File: src/rtl/cmd_receiver_dd_pkg.sv
// Shared definitions for the control command link (transmitter and receiver).
package cmd_receiver_dd_pkg;

    localparam int DATA_W_DEF   = 32;
    localparam bit PAR_ODD_DEF  = 1'b1;
    localparam int MIN_IDLE_DEF = 2;
    localparam int ERRCNT_W_DEF = 8;

    // start + payload + parity + stop
    localparam int FRAME_LEN    = DATA_W_DEF + 3;

    typedef enum logic [2:0] {
        ST_IDLE  = 3'd0,
        ST_DATA  = 3'd1,
        ST_PAR   = 3'd2,
        ST_STOP  = 3'd3,
        ST_BREAK = 3'd4
    } rx_state_t;

endpackage

File: src/rtl/cmd_deframer.sv
// Serial command deframer: input register, start/data/parity/stop FSM,
// shift register and parity check. Result pulses are registered.
//
// state    | meaning
// ST_IDLE  | counting idle '1' bits, waiting for a qualified start bit
// ST_DATA  | shifting in payload bits, MSB first
// ST_PAR   | capturing the parity bit
// ST_STOP  | checking stop bit and parity, issuing result pulse
// ST_BREAK | line held low after a framing error, waiting for '1'
module cmd_deframer
    import cmd_receiver_dd_pkg::*;
#(
    parameter int DATA_W   = DATA_W_DEF,
    parameter bit PAR_ODD  = PAR_ODD_DEF,
    parameter int MIN_IDLE = MIN_IDLE_DEF
) (
    input  logic              clk,
    input  logic              res,
    input  logic              i_rx,
    output logic [DATA_W-1:0] o_data,
    output logic              o_good,
    output logic              o_perr,
    output logic              o_ferr
);

    localparam int IDLE_W = $clog2(MIN_IDLE + 1);
    localparam int BIT_W  = (DATA_W > 1) ? $clog2(DATA_W) : 1;
    localparam logic [IDLE_W-1:0] IDLE_MAX = IDLE_W'(MIN_IDLE);
    localparam logic [IDLE_W-1:0] IDLE_ONE = IDLE_W'(1);
    localparam logic [BIT_W-1:0]  BIT_LAST = BIT_W'(DATA_W - 1);

    rx_state_t          r_state;
    logic               r_d_q;
    logic [IDLE_W-1:0]  r_idle_cnt;
    logic [BIT_W-1:0]   r_bit_cnt;
    logic [DATA_W-1:0]  r_shreg;
    logic               r_par;
    logic               r_good;
    logic               r_perr;
    logic               r_ferr;

    rx_state_t          w_state_nxt;
    logic [IDLE_W-1:0]  w_idle_nxt;
    logic [BIT_W-1:0]   w_bit_nxt;
    logic [DATA_W-1:0]  w_shreg_nxt;
    logic               w_par_nxt;
    logic               w_good_nxt;
    logic               w_perr_nxt;
    logic               w_ferr_nxt;
    logic               w_par_ok;

    // State and datapath registers; reset aborts any frame in flight silently.
    always_ff @(posedge clk) begin
        if (res) begin
            r_d_q      <= 1'b1;
            r_state    <= ST_IDLE;
            r_idle_cnt <= '0;
            r_bit_cnt  <= '0;
            r_shreg    <= '0;
            r_par      <= 1'b0;
            r_good     <= 1'b0;
            r_perr     <= 1'b0;
            r_ferr     <= 1'b0;
        end else begin
            r_d_q      <= i_rx;
            r_state    <= w_state_nxt;
            r_idle_cnt <= w_idle_nxt;
            r_bit_cnt  <= w_bit_nxt;
            r_shreg    <= w_shreg_nxt;
            r_par      <= w_par_nxt;
            r_good     <= w_good_nxt;
            r_perr     <= w_perr_nxt;
            r_ferr     <= w_ferr_nxt;
        end
    end

    // Next-state, shift/parity capture and result pulse decode.
    always_comb begin
        w_state_nxt = r_state;
        w_idle_nxt  = r_idle_cnt;
        w_bit_nxt   = r_bit_cnt;
        w_shreg_nxt = r_shreg;
        w_par_nxt   = r_par;
        w_good_nxt  = 1'b0;
        w_perr_nxt  = 1'b0;
        w_ferr_nxt  = 1'b0;
        w_par_ok    = (((^r_shreg) ^ r_par) == PAR_ODD);

        case (r_state)
            ST_IDLE: begin
                if (r_d_q) begin
                    if (r_idle_cnt != IDLE_MAX) begin
                        w_idle_nxt = r_idle_cnt + 1'b1;
                    end
                end else if (r_idle_cnt == IDLE_MAX) begin
                    w_state_nxt = ST_DATA;
                    w_bit_nxt   = '0;
                end else begin
                    // start too soon after activity: treat as a glitch
                    w_idle_nxt = '0;
                end
            end
            ST_DATA: begin
                w_shreg_nxt = {r_shreg[DATA_W-2:0], r_d_q};
                if (r_bit_cnt == BIT_LAST) begin
                    w_state_nxt = ST_PAR;
                end else begin
                    w_bit_nxt = r_bit_cnt + 1'b1;
                end
            end
            ST_PAR: begin
                w_par_nxt   = r_d_q;
                w_state_nxt = ST_STOP;
            end
            ST_STOP: begin
                if (r_d_q) begin
                    // stop bit doubles as the first idle bit
                    w_state_nxt = ST_IDLE;
                    w_idle_nxt  = IDLE_ONE;
                    if (w_par_ok) begin
                        w_good_nxt = 1'b1;
                    end else begin
                        w_perr_nxt = 1'b1;
                    end
                end else begin
                    w_ferr_nxt  = 1'b1;
                    w_state_nxt = ST_BREAK;
                end
            end
            ST_BREAK: begin
                if (r_d_q) begin
                    w_state_nxt = ST_IDLE;
                    w_idle_nxt  = IDLE_ONE;
                end
            end
            default: begin
                w_state_nxt = ST_IDLE;
                w_idle_nxt  = '0;
            end
        endcase
    end

    assign o_data = r_shreg;
    assign o_good = r_good;
    assign o_perr = r_perr;
    assign o_ferr = r_ferr;

endmodule

File: src/rtl/cmd_receiver_dd.sv
// Command link receiver top: deframer, one-entry valid/ready output
// register, error pulses and saturating error counter.
module cmd_receiver_dd
    import cmd_receiver_dd_pkg::*;
#(
    parameter int DATA_W   = DATA_W_DEF,
    parameter bit PAR_ODD  = PAR_ODD_DEF,
    parameter int MIN_IDLE = MIN_IDLE_DEF,
    parameter int ERRCNT_W = ERRCNT_W_DEF
) (
    input  logic                clk,
    input  logic                res,
    input  logic                d_rs,
    output logic [DATA_W-1:0]   dout,
    output logic                validout,
    input  logic                readyin,
    output logic                perr,
    output logic                ferr,
    output logic                ovr,
    output logic [ERRCNT_W-1:0] err_cnt
);

    logic [DATA_W-1:0] w_data;
    logic              w_good;
    logic              w_perr;
    logic              w_ferr;

    cmd_deframer #(
        .DATA_W   (DATA_W),
        .PAR_ODD  (PAR_ODD),
        .MIN_IDLE (MIN_IDLE)
    ) u_deframer (
        .clk    (clk),
        .res    (res),
        .i_rx   (d_rs),
        .o_data (w_data),
        .o_good (w_good),
        .o_perr (w_perr),
        .o_ferr (w_ferr)
    );

    // Output register: load when empty or being drained, else drop the frame.
    always_ff @(posedge clk) begin
        if (res) begin
            dout     <= '0;
            validout <= 1'b0;
        end else if (w_good && (!validout || readyin)) begin
            dout     <= w_data;
            validout <= 1'b1;
        end else if (readyin) begin
            validout <= 1'b0;
        end
    end

    // Error pulses aligned with the cycle a delivery would have happened.
    always_ff @(posedge clk) begin
        if (res) begin
            perr <= 1'b0;
            ferr <= 1'b0;
            ovr  <= 1'b0;
        end else begin
            perr <= w_perr;
            ferr <= w_ferr;
            ovr  <= w_good & validout & ~readyin;
        end
    end

    // Saturating count of error pulse cycles.
    always_ff @(posedge clk) begin
        if (res) begin
            err_cnt <= '0;
        end else if ((perr || ferr || ovr) && (err_cnt != '1)) begin
            err_cnt <= err_cnt + 1'b1;
        end
    end

endmodule

File: config.mk
export PLATFORM = sky130hd
export DESIGN_NAME = cmd_receiver_dd
export DESIGN_NICKNAME = d
export VERILOG_FILES = /design/src/rtl/cmd_receiver_dd_pkg.sv /design/src/rtl/cmd_deframer.sv /design/src/rtl/cmd_receiver_dd.sv
export SDC_FILE = /design/constraint.sdc
export NUM_CORES = 1
export LEC_CHECK = 0
export BUFFER_PORTS_ARGS = -buffer_cell sky130_fd_sc_hd__buf_4
export CORE_MARGIN = 3
export CORE_UTILIZATION = 39
export DETAILED_ROUTE_END_ITERATION = 12
export PLACE_DENSITY = 0.62
export SKIP_LAST_GASP = 1
export SLEW_MARGIN = 20
export SYNTH_ARGS = -nofsm -noshare
export SYNTH_HDL_FRONTEND = slang
export SYNTH_SLANG_ARGS = --single-unit
File: constraint.sdc
create_clock -name clk -period 1.8 [get_ports clk]
set_clock_uncertainty 0.15 [all_clocks]
set_input_delay 0.36 -clock clk [delete_from_list [all_inputs] [get_ports clk]]
set_output_delay 0.36 -clock clk [all_outputs]
set_load 0.005 [all_outputs]
==> results.yml <==
timing:
  hold_viol: 0
  slew_viol_final: 0
  tightest_slew_ps: 398
  fmax_ghz: 0.582
  period_needed_ps: 1720
  finalCritPeriodShare_pct: 95.5
  slew_headroom_pct: 73.4
  setup_violations: 0
  tns_ps: 0
  grt_setup_unrepaired: "yes"
route:
  wire_per_inst_um: 12.3
  wl_met2_um: 3560
  num_vias: 2921
  final_antenna_net_count: 0
  first_pass_iters: 4
  wl_met3_um: 297
  met1_length_um: 3400
  wl_um: 7340
  drcViolationCount: 0
  top_layer_used: "met4"
  drt_iter0_drc: 149
  drt-vias-per-instance: 4.88
floorplanning:
  initial_core_util_pct: 40.8
  io_pins: 48
  die_y_um: 102
  rows: 34
  coreArea_um2: 8850
  die_w_um: 102
  die_area_um2: 10400
grt:
  grt_pass1_wl_um: 12500
  grt_max_degree: 62
  antenna_found_initial: 0
  grt_pass1_vias: 2862
  grtUsageTotal_pct: 14.9
  overflow: 0
synth:
  synthFlopType: "dfxtp_1"
  ys_seq_area_share_pct: 50.5
  yosys.cell_types.count: 32
  syn_nets: 445
  syn_inst: 437
  synthArstFlopShare_pct: 0
  syn_area_um2: 3610
  synth-edff-count: 0
  synth_warnings: 0
  syn_area_per_cell_um2: 8.26
  synth-seq-cells: 91
setup_path:
  startpoint: "u_deframer.o_data[23]$_SDFFE_PP0P_"
  start_kind: "flop"
  critPathKind: "reg -> reg"
  r2r_start: "u_deframer.o_data[23]$_SDFFE_PP0P_"
  critPathCaptureType: "flop"
  worstPathArrival_ps: 1820
  worstPathMaxFanout: 4
  required_ps: 1900
power_and_ir_drop:
  p_int_uw: 2630
  total_power_uw: 3470
  power_frac_comb_pct: 3.8
  p_seq_share_pct: 58.6
  clkPwrFrac_pct: 37.6
  max-vdd-ir-drop_v: 0.000393
  switching_share_pct: 24.3
  switchingPower_uw: 845
  power_density_nw_per_um2: 789
  power.leakage_uw: 0.00159
final_layout:
  seqCellArea_um2: 1830
  fill_cells: 892
  drive_above_1_share_pct: 19.4
  num_antenna_cells: 0
  multi_input_area_um2: 1720
  finish.utilization_pct: 49.7
  syn_to_final_growth_pct: 21.9
  fin_nets: 493
worst_hold_path:
  holdCritStartpoint: "d_rs"
  hold_path_class: "in -> reg"
placement:
  io_buffer_count: 47
  gp_congestion: 0.785
  hpwl_um: 4840
clock_tree:
  cts_num_sinks: 91
  cts_tree: "yes"
  cts_htree_levels: 3
  cts_buffers: 9
  clk_pin_slew_ps: 90
  clock-root-buffer: "clkbuf_8"
  insertion_delay_ps: 360
  cts-hold-fix-buffers: 0
  cts_buffer_depth: 2
flow_run:
  max_cap_violations: 0
run_status:
  outcome: "complete, no violations"
metrics by stage:
stage	instance area (um2)	cells	hold slack (ps)	worst slack, ps
floorplan	3610	437	264	117
global placement	4150	581	270	84.9
detailed placement	4150	581	275	40.9
CTS	4340	597	11.2	19.8
global route	4400	598	23.5	-21.7
finish	4400	598	31.3	81.8
path summary, 6_finish.rpt:
check | endpoint | slack, ps | cells past startpoint
worst max register to register | u_deframer.o_good$_SDFF_PP0_ | 80 | 5
worst min-delay path | u_deframer.r_d_q$_SDFF_PP1_ | 30 | 2
worst min register to register | ferr$_SDFF_PP0_ | 290 | 1
worst max-delay path | u_deframer.o_good$_SDFF_PP0_ | 80 | 5
cells in the final DEF, fill, tap and decap left out, types with 2 or more instances in the layout:
| cell type | instances |
|---|---|
| dfxtp_1 | 85 |
| xor2_1 | 5 |
| nand2b_1 | 3 |
| o21ai_0 | 8 |
| or3_1 | 3 |
| nand4_1 | 2 |
| nand3b_1 | 2 |
| buf_12 | 3 |
| nor2b_1 | 2 |
| ha_1 | 3 |
| nor3_1 | 7 |
| dfxtp_2 | 5 |
| clkbuf_8 | 10 |
| nand2_1 | 137 |
| buf_4 | 60 |
| a211oi_1 | 3 |
| xnor3_1 | 2 |
| a21oi_1 | 73 |
| xnor2_2 | 3 |
| xnor2_1 | 26 |
| inv_1 | 4 |
| clkinvlp_4 | 2 |
| nor3b_1 | 2 |
| mux2i_1 | 4 |
| nand3_1 | 5 |
| nor2_1 | 14 |
what timing repair did:
item,in CTS,in global routing
hold endpoints to repair,0,0
endpoints found under the setup margin,0,4
resized for setup,0,13
buffers inserted,0,1
synth_stat cells, types with 3 or more instances:
library cell  count  area [um2]
nand2_1         137         514
dfxtp_1          91        1820
a21oi_1          73         365
xnor2_1          30         263
clkbuf_1         22        82.6
nor2_1           14        52.6
nor3_1            8        40.0
o21ai_0           8        40.0
nand3_1           5        25.0
xor2_1            5        43.8
ha_1              4        50.1
inv_1             4        15.0
mux2i_1           4        40.0
a211oi_1          3        22.5
buf_1             3        11.3
nand2b_1          3        18.8
or3_1             3        18.8
cells by family (layout without fill, tap and decap cells):
| group | count (synthesis) | count (layout) | synth area share, % |
|---|---|---|---|
| buffers and inverters | 30 | 83 | 3.15 |
| DFF | 91 | 91 | 50.5 |
| and+or+nand+nor | 184 | 184 | 21.4 |
| adders and majority gates | 4 | 4 | 1.39 |
| muxes | 4 | 4 | 1.11 |
| AOI/OAI and AO/OA | 87 | 87 | 12.8 |
| xor gates and xnor gates | 37 | 37 | 9.74 |
routing by layer:
layer | up-vias | global-route usage, %
met5 | - | 0
met4 | 0 | 4.94
met3 | 7 | 3.55
met2 | 47 | 25.6
met1 | 1341 | 18.2
li1 | 1526 | -
power by group through the flow:
stage          clock, uW  combinational (uW)  sequential (uW)
6_report            1310                 132             2030
5_1_grt             1430                 145             2040
2_1_floorplan          0                97.6             2080
3_5_place_dp           0                 132             2080
3_3_place_gp           0                 129             2080
4_1_cts             1360                 132             2040
state kept, by name (all words and copies together), names as in the netlist, 2 cells and up:
| name | cells |
|---|---|
| u_deframer.r_state | 3 |
| dout | 32 |
| u_deframer.r_bit_cnt | 5 |
| u_deframer.r_idle_cnt | 2 |
| u_deframer.o_data | 32 |
| err_cnt | 8 |
cell type report:
class / count / share of cell area [%]
timing repair buffer: 63 / 11.6
inverter: 4 / 0.341
sequential: 91 / 41.6
clock buffer: 10 / 3.13
multi-input combinational: 316 / 39.1
clock inverter: 6 / 1.11
tap: 108 / 3.07
critical path, stage by stage, from the launching register on:
cell	delay [ps]
dfxtp_1	410
xnor2_1	100
xnor2_1	260
xnor2_2	170
xnor3_1	390
mux2i_1	140
(Power assumes the default switching activity.)
